===== src/rtl/updn_counter_pkg.sv =====
`default_nettype none
// ============================================================================
// Module      : updn_counter_pkg
// Description : Shared enums and parameter defaults for the up/down counter.
// Revision    : 1.0 - initial release
// ============================================================================
package updn_counter_pkg;

    typedef enum logic {
        DIR_DOWN = 1'b0,
        DIR_UP   = 1'b1
    } dir_e;

    typedef enum logic {
        MODE_WRAP = 1'b0,
        MODE_SAT  = 1'b1
    } mode_e;

    localparam int c_DEFAULT_WIDTH    = 8;
    localparam int c_DEFAULT_PRESCALE = 1;

endpackage : updn_counter_pkg
`default_nettype wire


===== src/rtl/updn_counter_prescale.sv =====
`default_nettype none
// ============================================================================
// Module      : cnt_prescale
// Description : Counts enabled cycles; tick is high on every PRESCALE-th one.
// Revision    : 1.0 - initial release
// ============================================================================
module cnt_prescale #(
    parameter int PRESCALE = 1
) (
    input  logic clk,
    input  logic rst,
    input  logic en,
    input  logic restart,
    output logic tick
);

    localparam int                c_CW   = (PRESCALE > 1) ? $clog2(PRESCALE) : 1;
    localparam logic [c_CW-1:0]   c_LAST = c_CW'(PRESCALE - 1);

    logic [c_CW-1:0] r_count;
    logic            w_tick;

    // With PRESCALE=1 the counter sits at zero and every enabled cycle ticks.
    assign w_tick = en && (r_count == c_LAST);
    assign tick   = w_tick;

    always_ff @(posedge clk or posedge rst) begin
        if (rst) begin
            r_count <= '0;
        end else if (restart) begin
            r_count <= '0;
        end else if (en) begin
            if (w_tick) begin
                r_count <= '0;
            end else begin
                r_count <= r_count + c_CW'(1);
            end
        end
    end

endmodule : cnt_prescale
`default_nettype wire


===== src/rtl/updn_counter.sv =====
`default_nettype none
// ============================================================================
// Module      : updn_counter
// Description : Prescaled up/down counter with wrap or saturate boundary mode.
//               Saturation support is built only when UPDN_COUNTER_SAT_EN is
//               defined; otherwise sat is ignored and the counter always wraps.
// Revision    : 1.0 - initial release
// ============================================================================
module updn_counter
    import updn_counter_pkg::*;
#(
    parameter int               WIDTH    = c_DEFAULT_WIDTH,
    parameter logic [WIDTH-1:0] MAX      = {WIDTH{1'b1}},
    parameter int               PRESCALE = c_DEFAULT_PRESCALE
) (
    input  logic             clk,
    input  logic             rst,
    input  logic             en,
    input  logic             up_dwn_n,
    input  logic             clr,
    input  logic             ld,
    input  logic [WIDTH-1:0] ld_val,
    input  logic             sat,
    output logic [WIDTH-1:0] cnt,
    output logic             tc,
    output logic             at_max,
    output logic             at_zero
);

    logic [WIDTH-1:0] r_cnt;
    logic             r_tc;

    logic             w_tick;
    logic             w_restart;
    dir_e             w_dir;
    mode_e            w_mode;
    logic             w_at_max;
    logic             w_at_zero;
    logic [WIDTH-1:0] w_ld_val;
    logic [WIDTH-1:0] w_step_val;
    logic             w_step_tc;

    assign w_restart = clr | ld;
    assign w_dir     = dir_e'(up_dwn_n);

`ifdef UPDN_COUNTER_SAT_EN
    assign w_mode = sat ? MODE_SAT : MODE_WRAP;
`else
    logic w_unused_sat;
    assign w_unused_sat = sat;
    assign w_mode       = MODE_WRAP;
`endif

    cnt_prescale #(
        .PRESCALE (PRESCALE)
    ) u_prescale (
        .clk     (clk),
        .rst     (rst),
        .en      (en),
        .restart (w_restart),
        .tick    (w_tick)
    );

    assign w_at_max  = (r_cnt == MAX);
    assign w_at_zero = (r_cnt == '0);
    assign w_ld_val  = (ld_val > MAX) ? MAX : ld_val;

    // A step at a boundary always flags tc, whether it wraps or holds.
    always_comb begin
        w_step_val = r_cnt;
        w_step_tc  = 1'b0;
        case (w_dir)
            DIR_UP: begin
                if (w_at_max) begin
                    w_step_tc  = 1'b1;
                    w_step_val = (w_mode == MODE_SAT) ? MAX : '0;
                end else begin
                    w_step_val = r_cnt + WIDTH'(1);
                end
            end
            default: begin
                if (w_at_zero) begin
                    w_step_tc  = 1'b1;
                    w_step_val = (w_mode == MODE_SAT) ? '0 : MAX;
                end else begin
                    w_step_val = r_cnt - WIDTH'(1);
                end
            end
        endcase
    end

    always_ff @(posedge clk or posedge rst) begin
        if (rst) begin
            r_cnt <= '0;
            r_tc  <= 1'b0;
        end else if (clr) begin
            r_cnt <= '0;
            r_tc  <= 1'b0;
        end else if (ld) begin
            r_cnt <= w_ld_val;
            r_tc  <= 1'b0;
        end else if (w_tick) begin
            r_cnt <= w_step_val;
            r_tc  <= w_step_tc;
        end else begin
            r_tc  <= 1'b0;
        end
    end

    assign cnt     = r_cnt;
    assign tc      = r_tc;
    assign at_max  = w_at_max;
    assign at_zero = w_at_zero;

endmodule : updn_counter
`default_nettype wire


===== config.mk =====
export PLATFORM = sky130hd
export DESIGN_NAME = updn_counter
export DESIGN_NICKNAME = d
export VERILOG_FILES = /design/src/rtl/updn_counter_pkg.sv /design/src/rtl/updn_counter_prescale.sv /design/src/rtl/updn_counter.sv
export SDC_FILE = /design/constraint.sdc
export NUM_CORES = 1
export LEC_CHECK = 0
export CELL_PAD_IN_SITES_DETAIL_PLACEMENT = 0
export CELL_PAD_IN_SITES_GLOBAL_PLACEMENT = 1
export CORE_AREA = 2 2 60 62
export DETAILED_ROUTE_END_ITERATION = 8
export DIE_AREA = 0 0 62 64
export GPL_ROUTABILITY_DRIVEN = 1
export GPL_TIMING_DRIVEN = 1
export HOLD_SLACK_MARGIN = 0.03
export MAX_ROUTING_LAYER = met4
export PLACE_DENSITY = 0.83
export SYNTH_ARGS = -nofsm -noshare
export SYNTH_HDL_FRONTEND = slang
export SYNTH_SLANG_ARGS = --single-unit
export TNS_END_PERCENT = 1

===== constraint.sdc =====
create_clock -name clk -period 1.9 [get_ports clk]
set_clock_uncertainty 0.15 [all_clocks]
set_input_delay 0.285 -clock clk [delete_from_list [all_inputs] [get_ports clk]]
set_output_delay 0.285 -clock clk [all_outputs]
set_load 0.01 [all_outputs]

## After elaboration in Yosys (flattened, before gate mapping)

Cells that the tools add are included.
Widths: inputs -> output; s select.

- Flip-flop bits (word level): 10
- Input bits: 15
- Word-level logic and storage cells: 30

- Add/subtract/negate cells: 3
- $lt $le $gt $ge: 1
- Equal/unequal tests: 1
- Multiplexer cells: 16
- Bitwise gates (word level): 2
- Reductions and logical operators: 4

Operator list:

| kind | count |
|---|---|
| $mux 8 | 7 |
| $mux 1 | 9 |
| $add 8x1->8 const B | 1 |
| $eq 8x8->1 const B | 1 |
| $gt 8x8->1 const B | 1 |
| $logic_not 8->1 | 1 |
| $sub 8x1->8 const B | 1 |
| $reduce_bool 3->1 | 1 |
| $reduce_bool 2->1 | 1 |
| $add 1x1->1 const B | 1 |
| $logic_and 1x1->1 | 1 |
| $not 1->1 | 1 |
| $or 1x1->1 | 1 |

## Depth between registers and ports, before layout

Gate-level depths: netlist (run 1).

- Depth in word-level cells: 6
- Depth in mapped cells: 7

## Hierarchy

Synthesis (run 1) repeated with hierarchy kept, for this count alone.

- Cells, all modules: 127
- Area total of the unflattened synthesis: 978.4 µm²

By module, submodules not included:

| module | instances | cells each | area an instance (µm²) | seq. area each (µm²) |
|---|---|---|---|---|
| updn_counter | 1 | 123 | 928.4 | 225.2 |
| cnt_prescale | 1 | 4 | 50.0 | 25.0 |

## Least setup slack after synthesis (run 1)

No wires, ideal clock.

- Path kind: reg2reg
- Start point: register r_cnt[1] (netlist: cnt[1])
- End point: register r_cnt[5] (netlist: cnt[5])
- Setup time: 0.137 ns
- Arrival: 1.661 ns
- Data required time: 1.613 ns
- Slack: -0.048 ns
- Cell stages (with the launch flop): 6
- Path through: dfrtp_1 -> buf_6 -> or4_4 -> a2111oi_4 -> o211ai_1 -> nor4b_4

- Longest elaborated chain between the ends: 6
- Elaborated cells on any way between the ends: 10
- Classes of those cells: add/sub (2); eq/ne (1); mux (6); reduce/logical (1)

RTL lines:

| element | RTL line | text |
|---|---|---|
| from (decl) | updn_counter.sv:30 | `logic [WIDTH-1:0] r_cnt;` |
| from (signal assigned) | updn_counter.sv:100 | `r_cnt <= w_ld_val;` |
| from (signal assigned) | updn_counter.sv:103 | `r_cnt <= w_step_val;` |
| $sub 8x1->8 (tied with other cells) | updn_counter.sv:86 | `w_step_val = r_cnt - WIDTH'(1);` |
| $mux 8 (on tied branches) | updn_counter.sv:82, updn_counter.sv:74 |  |
| $mux 8 * | updn_counter.sv:72 | `case (w_dir)` |
| $mux 8 * | updn_counter.sv:102 | `end else if (w_tick) begin` |
| $mux 8 * | updn_counter.sv:99 | `end else if (ld) begin` |
| $mux 8 * | updn_counter.sv:96 | `end else if (clr) begin` |

Every way passes the cells marked *; elsewhere a longest branch is shown, timed or not. The select of a mux whose other input is x is not followed.
A chain may end at the register's enable or synchronous reset.

## Worst setup path in the final report (run 1)

- Start point: register r_cnt[3] (netlist: cnt[3])
- End point: register r_cnt[5] (netlist: cnt[5])

The elaborated chain is that of the path after synthesis.

==> reports/results.tsv, run 1 <==
metric	value	unit
netlist_instances	121	
grt_start_max_net_pins	13	
core-area	3280	um^2
path_cells	buf_6 -> buf_6 -> or4_4 -> o21a_1 -> o211ai_1 -> nor4b_4	
seq_area_frac_synth	24.9	%
r2r_start	cnt[3]	
ys.flop_type	dfrtp_1	
drv_slew	0	
wirelength	3380	um
pre_cts_ws	-152	ps
numCtsBuffers	3	
die_area	3970	um^2
die_h	64	um
ys_warn_count	0	
max_stage_delay	560	ps
rows	21	
crit_path_start	cnt[3]	
dieWidth	62	um
dr.pass1.iters	4	
syn-cell-area	1010	um^2
synth.area.top_cells	dfrtp_1 25%, a21oi_1 4.0%, ha_1 3.7%, nand2_1 3.7%, nor2_1 3.4%	
required	1950	ps
p_per_area	531	nW/um^2
tightest_slew	427	ps
io_pins	26	
drv_cap	0	
cp_data_arrival_time	2070	ps
final_common_cell	buf_4	
clkSinkCount	10	
rsz0062_at_grt	yes	
num-nets-final	198	
use_met3	1.21	%
layout-drive-gt1-share	30.7	%
fmax	0.495	GHz
cts_max_level	1	
violations	setup timing	
clk_latency	280	ps
clk_pin_slew	80	ps
grt_use_met1	21.8	%
worst_path_max_delay_cell	or4_4	
criticalPathCategory	flip-flop to flip-flop	
drc	0	
drt_iter0_markers	69	
async_flop_share	100	%
synth_top_area_share	24.9	%
antenna_found_initial	0	
ys_types	48	
diodes	0	
cts_hold_buf	0	
fin_area	1580	um^2
hold_ws	146	ps
grt_pass1_wl	5490	um
finalPower	0.840	mW
place_hpwl	2660	um
period_share	106	%
placed_area	1490	um^2
slew_headroom	71.5	%
fin_setup_tns	-118	ps
path_max_fanout	4	
ys_ff_latch	10	
port_buffers	24	
antenna_left	0	
yosysTopAreaCell	dfrtp_1	
gp_congestion	0.877	
synth_enable_flop_cells	0	
grt_usage	19.0	%
crit_top_cell	buf_6	
synthesis.nets	139	
irDropWorstVdd	157	uV
cts_root_buf	clkbuf_4	
wl_per_cell	15.0	um
setup_viol	1	
worst_setup_path_end_kind	flip-flop	
crit_end	cnt[5]	
fin_crit	2020	ps
start_util	30.6	%
grt-busiest-layer	met2	
r2r_end	cnt[5]	
overflow	0	
rrSetupSlack	-120	ps
viasPerCell	5.34	
layout_common_cells	37 x buf_4, 20 x clkdlybuf4s50_1, 10 x nand2_1	
fin_ws	-118	ps
finalHoldViolCount	0	
area_delta_synth_final	57.1	%
vias	1202	
worstRegToRegCells	6	
setup.worst_path.start_class	flip-flop	
cts_tree	built	
synth_area_per_cell	8.31	um^2
use_met2	31.6	%
hp-class	input pin to async pin	
clockBufferDepth	2	
cellLeakagePower	0.700	nW
grt_pass1_vias	1249	
status	finished with violations	
[metrics by stage]
stage | cells | util (%)
after detailed placement | 216 | 45.4
after CTS | 222 | 47.4
after global routing | 225 | 48.1
after floorplan | 121 | -
final | 225 | 48.1
after global placement | 216 | 45.4
[cells in the mapped netlist (2+ instances only)]
| cell | count |
|---|---|
| a211oi_1 | 2 |
| a21oi_1 | 8 |
| and2_1 | 2 |
| and3_1 | 2 |
| mux2i_1 | 2 |
| buf_4 | 2 |
| a22o_1 | 3 |
| o221ai_1 | 2 |
| inv_1 | 8 |
| a221o_1 | 2 |
| nand2_1 | 10 |
| a21o_1 | 3 |
| o21ai_0 | 3 |
| xor2_1 | 3 |
| nor3_1 | 5 |
| o211ai_1 | 2 |
| buf_6 | 2 |
| dfrtp_1 | 10 |
| nand3_1 | 6 |
| ha_1 | 3 |
| a31oi_1 | 4 |
| nor2_1 | 9 |
| clkbuf_1 | 3 |
[state kept, by name (all words and copies together), names as in the netlist]
signal              count
cnt                     8
u_prescale.r_count      1
tc                      1
[worst min path at each step]
| stage | end | slack, ps | depth (start not counted) |
|---|---|---|---|
| after floorplan | cnt[0] | -20 | 1 |
| after global placement | u_prescale.r_count | 410 | 1 |
| after detailed placement | u_prescale.r_count | 420 | 1 |
| after CTS | cnt[3] | 170 | 2 |
| after global routing | tc | 210 | 2 |
| final | tc | 150 | 2 |
[report_power, final]
part	internal (mW)	total [mW]	switching [mW]
registers	0.227	0.245	0.0179
clock network	0.117	0.209	0.0925
logic	0.210	0.385	0.175
total	0.554	0.840	0.286
[worst max-delay path: cells and delay by family (launching register included)]
kind | cells | cell delay [ps]
and+or+nand+nor | 2 | 770
DFF | 1 | 390
buffers and inverters | 2 | 240
AOI/OAI and AO/OA | 2 | 390
[cell type report]
| type | count | area, um^2 |
|---|---|---|
| fillers | 339 | 1700 |
| flip-flops and latches | 10 | 251 |
| multi-input cells | 94 | 673 |
| inverters | 8 | 30.0 |
| well taps | 46 | 57.6 |
| clock buffers | 4 | 36.3 |
| repair buffers | 63 | 532 |
[cell families (layout without fill, tap and decap cells)]
| logic type | count (synthesis) | after routing | share of synthesized area, % |
|---|---|---|---|
| AO/OA/AOI/OAI | 38 | 38 | 29.5 |
| XOR/XNOR | 4 | 4 | 3.48 |
| adder cells (fa/ha/maj) | 3 | 3 | 3.73 |
| buffers and inverters | 17 | 75 | 9.70 |
| flip-flops | 10 | 10 | 24.9 |
| multiplexers | 2 | 2 | 1.99 |
| AND/OR/NAND/NOR | 47 | 47 | 26.7 |
[what timing repair did]
| item | CTS | global route |
|---|---|---|
| resized for setup | 7 | 7 |
| setup buffers | 2 | 3 |
| endpoints found under the setup margin | 4 | 8 |
| pin swaps | 3 | 6 |
[routing by layer]
metal  routed length (um)  share of wire (%)
met1                 1430                 42
met2                 1720                 51
met3                  112                3.3
met4                  110                3.3
met5                    0                  0
Note: power is estimated with default switching activity, not from simulation.
==> run 2, diff against run 1 <==
- CAP_MARGIN: default -> 20
==> results of run 2 <==
Final layout, timing and power as in run 1 (identical DEF).
==> run 3, diff against run 2 <==
- CORE_AREA: 2 2 60 62 -> 2 2 66 56
- DIE_AREA: 0 0 62 64 -> 0 0 68 58
- PLACE_DENSITY: 0.83 -> 0.84
==> reports/results.tsv, run 3 (synthesis gave the netlist of run 1 again) <==
metric	value	unit	change
status	finished with violations		
violations	setup timing		
path_max_fanout	5		+1
rsz0062_at_grt	yes		
start_util	30.7	%	+0.035 points
fin_cells	222		-1.3%
antenna_left	0		unchanged
clock_power_share	25.0	%	about the same
dp_cells	211		-2.3%
dieWidth	68	um	+9.7%
clkSinkCount	10		unchanged
hp-class	input pin to async pin		
numCtsBuffers	3		unchanged
die_h	58	um	-9.4%
layout_common_cells	34 x buf_4, 21 x clkdlybuf4s50_1, 10 x nand2_1		
fin_area	1660	um^2	+4.9%
required	1900	ps	-50 ps
irDropWorstVdd	250	uV	+59%
cts_max_level	1		unchanged
cts_hold_buf	0		unchanged
layout-drive-gt1-share	33.9	%	+3.2 points
port_buffers	24		unchanged
p_per_area	553	nW/um^2	+4.1%
grt_pass1_vias	1108		-11%
viasPerCell	5.48		+2.6%
wirelength	3690	um	+9.2%
criticalPathCategory	flip-flop to flip-flop		
hold_ws	203	ps	+56.5 ps
fin_crit	1990	ps	-25.7 ps
core-area	3280	um^2	-0.11%
regArea	251	um^2	unchanged
drt_iter0_markers	97		+41%
cts_tree	built		
utilization	50.5	%	+2.4 points
slew_headroom	67.8	%	-3.6 points
fin_ws	-92.5	ps	+25.7 ps
swShare	33.8	%	-0.23 points
setup.worst_path.start_class	flip-flop		
multi_input_comb_area	713	um^2	+5.9%
worstRegToRegCells	5		-1
fin_setup_tns	-142	ps	-23.8 ps
drc	0		unchanged
dr.pass1.iters	4		unchanged
vias	1217		+1.2%
overflow	0		unchanged
grt_usage	19.4	%	+0.41 points
drv_cap	0		unchanged
p_comb_share	48.0	%	+2.1 points
worst_setup_path_end_kind	flip-flop		
place_hpwl	2620	um	-1.4%
rrSetupSlack	-90	ps	+30 ps
max_stage_delay	510	ps	-50 ps
grt_pass1_wl	5460	um	-0.51%
fmax	0.502	GHz	+1.3%
fill_cells	310		-8.6%
setup_viol	4		+3
die_area	3940	um^2	-0.60%
area_delta_synth_final	64.8	%	
io_pins	26		unchanged
diodes	0		unchanged
gp_congestion	0.889		+1.4%
num-nets-final	200		+1.0%
finalHoldViolCount	0		unchanged
clk_pin_slew	50	ps	-30 ps
cp_data_arrival_time	1990	ps	-80 ps
path_cells	buf_6 -> or4_4 -> o21a_1 -> o211ai_1 -> nor4b_4		
cts_root_buf	clkbuf_8		
worst_path_max_delay_cell	or4_4		
tightest_slew	480	ps	+52.3 ps
largest_reg_flops	8		unchanged
placed_area	1480	um^2	-0.84%
p_sw	0.310	mW	+8.5%
rows	19		-9.5%
period_share	105	%	-1.4 points
intPower	0.607	mW	+9.6%
grt_start_max_net_pins	13		unchanged
cellLeakagePower	0.706	nW	+0.82%
final_common_cell	buf_4		
clk_latency	240	ps	-40 ps
drv_slew	0		unchanged
clockBufferDepth	2		unchanged
seq_power_share	27.0	%	-2.2 points
antenna_found_initial	0		unchanged
wl_per_cell	16.6	um	+11%
## run 3: cell types whose count changed in the layout (fill, tap and decap cells not counted), sizes merged
cell,previous run,this run
clkdlybuf4s50,20,21
dlymetal6s2s,1,0
clkbuf,6,4
buf,39,42
## run 3: routing by layer
layer | vias to the layer above | wire [um] | track usage (%)
met5 | - | 0 | -
met4 | 0 | 46 | 3.43
met3 | 4 | 379 | 4.47
met2 | 66 | 1740 | 30.2
met1 | 576 | 1530 | 25.9
li1 | 571 | - | -
## run 3: final cells by class
cell class,instances,area share [%]
clock buffers,3,2.49
inverters,8,1.81
multi-input cells,94,43.0
flip-flops and latches,10,15.2
well taps,42,3.17
repair buffers,65,34.3
## run 3: path summary, 6_finish.rpt
path / startpoint / endpoint
worst max-delay path: cnt[2] / cnt[5]
worst min-delay path: rst / cnt[3]
worst max register to register: cnt[2] / cnt[5]
worst min register to register: u_prescale.r_count / u_prescale.r_count
max in group asynchronous: rst / cnt[2]
min in group clk: u_prescale.r_count / u_prescale.r_count
## run 3: worst max-delay path: cells and delay by family, from the launching register on
kind | cells | cell delay (ps)
and+or+nand+nor | 2 | 740
DFF | 1 | 450
AOI/OAI and AO/OA | 2 | 400
buffers and inverters | 1 | 150
## run 3: what timing repair did
| action | in CTS | in global routing |
|---|---|---|
| cloned | 0 | 0 |
| buffers inserted | 5 | 5 |
| endpoints found under the setup margin | 4 | 7 |
| gates resized for setup | 7 | 20 |
| pin swaps | 3 | 10 |
| hold endpoints to repair | 0 | 0 |
## run 3: power by group through the flow
stage	Combinational, mW	Sequential (mW)	Clock (mW)
2_1_floorplan	0.183	0.251	0
5_1_grt	0.470	0.249	0.247
3_3_place_gp	0.350	0.246	0
3_5_place_dp	0.357	0.247	0
4_1_cts	0.392	0.243	0.239
6_report	0.440	0.248	0.229
## run 3: metrics by stage
stage	power (mW)	setup slack, ps
final	0.917	-92.5
after global routing	0.966	-146
after detailed placement	0.604	-189
after CTS	0.874	-210
after global placement	0.596	-128
after floorplan	0.433	-11.9
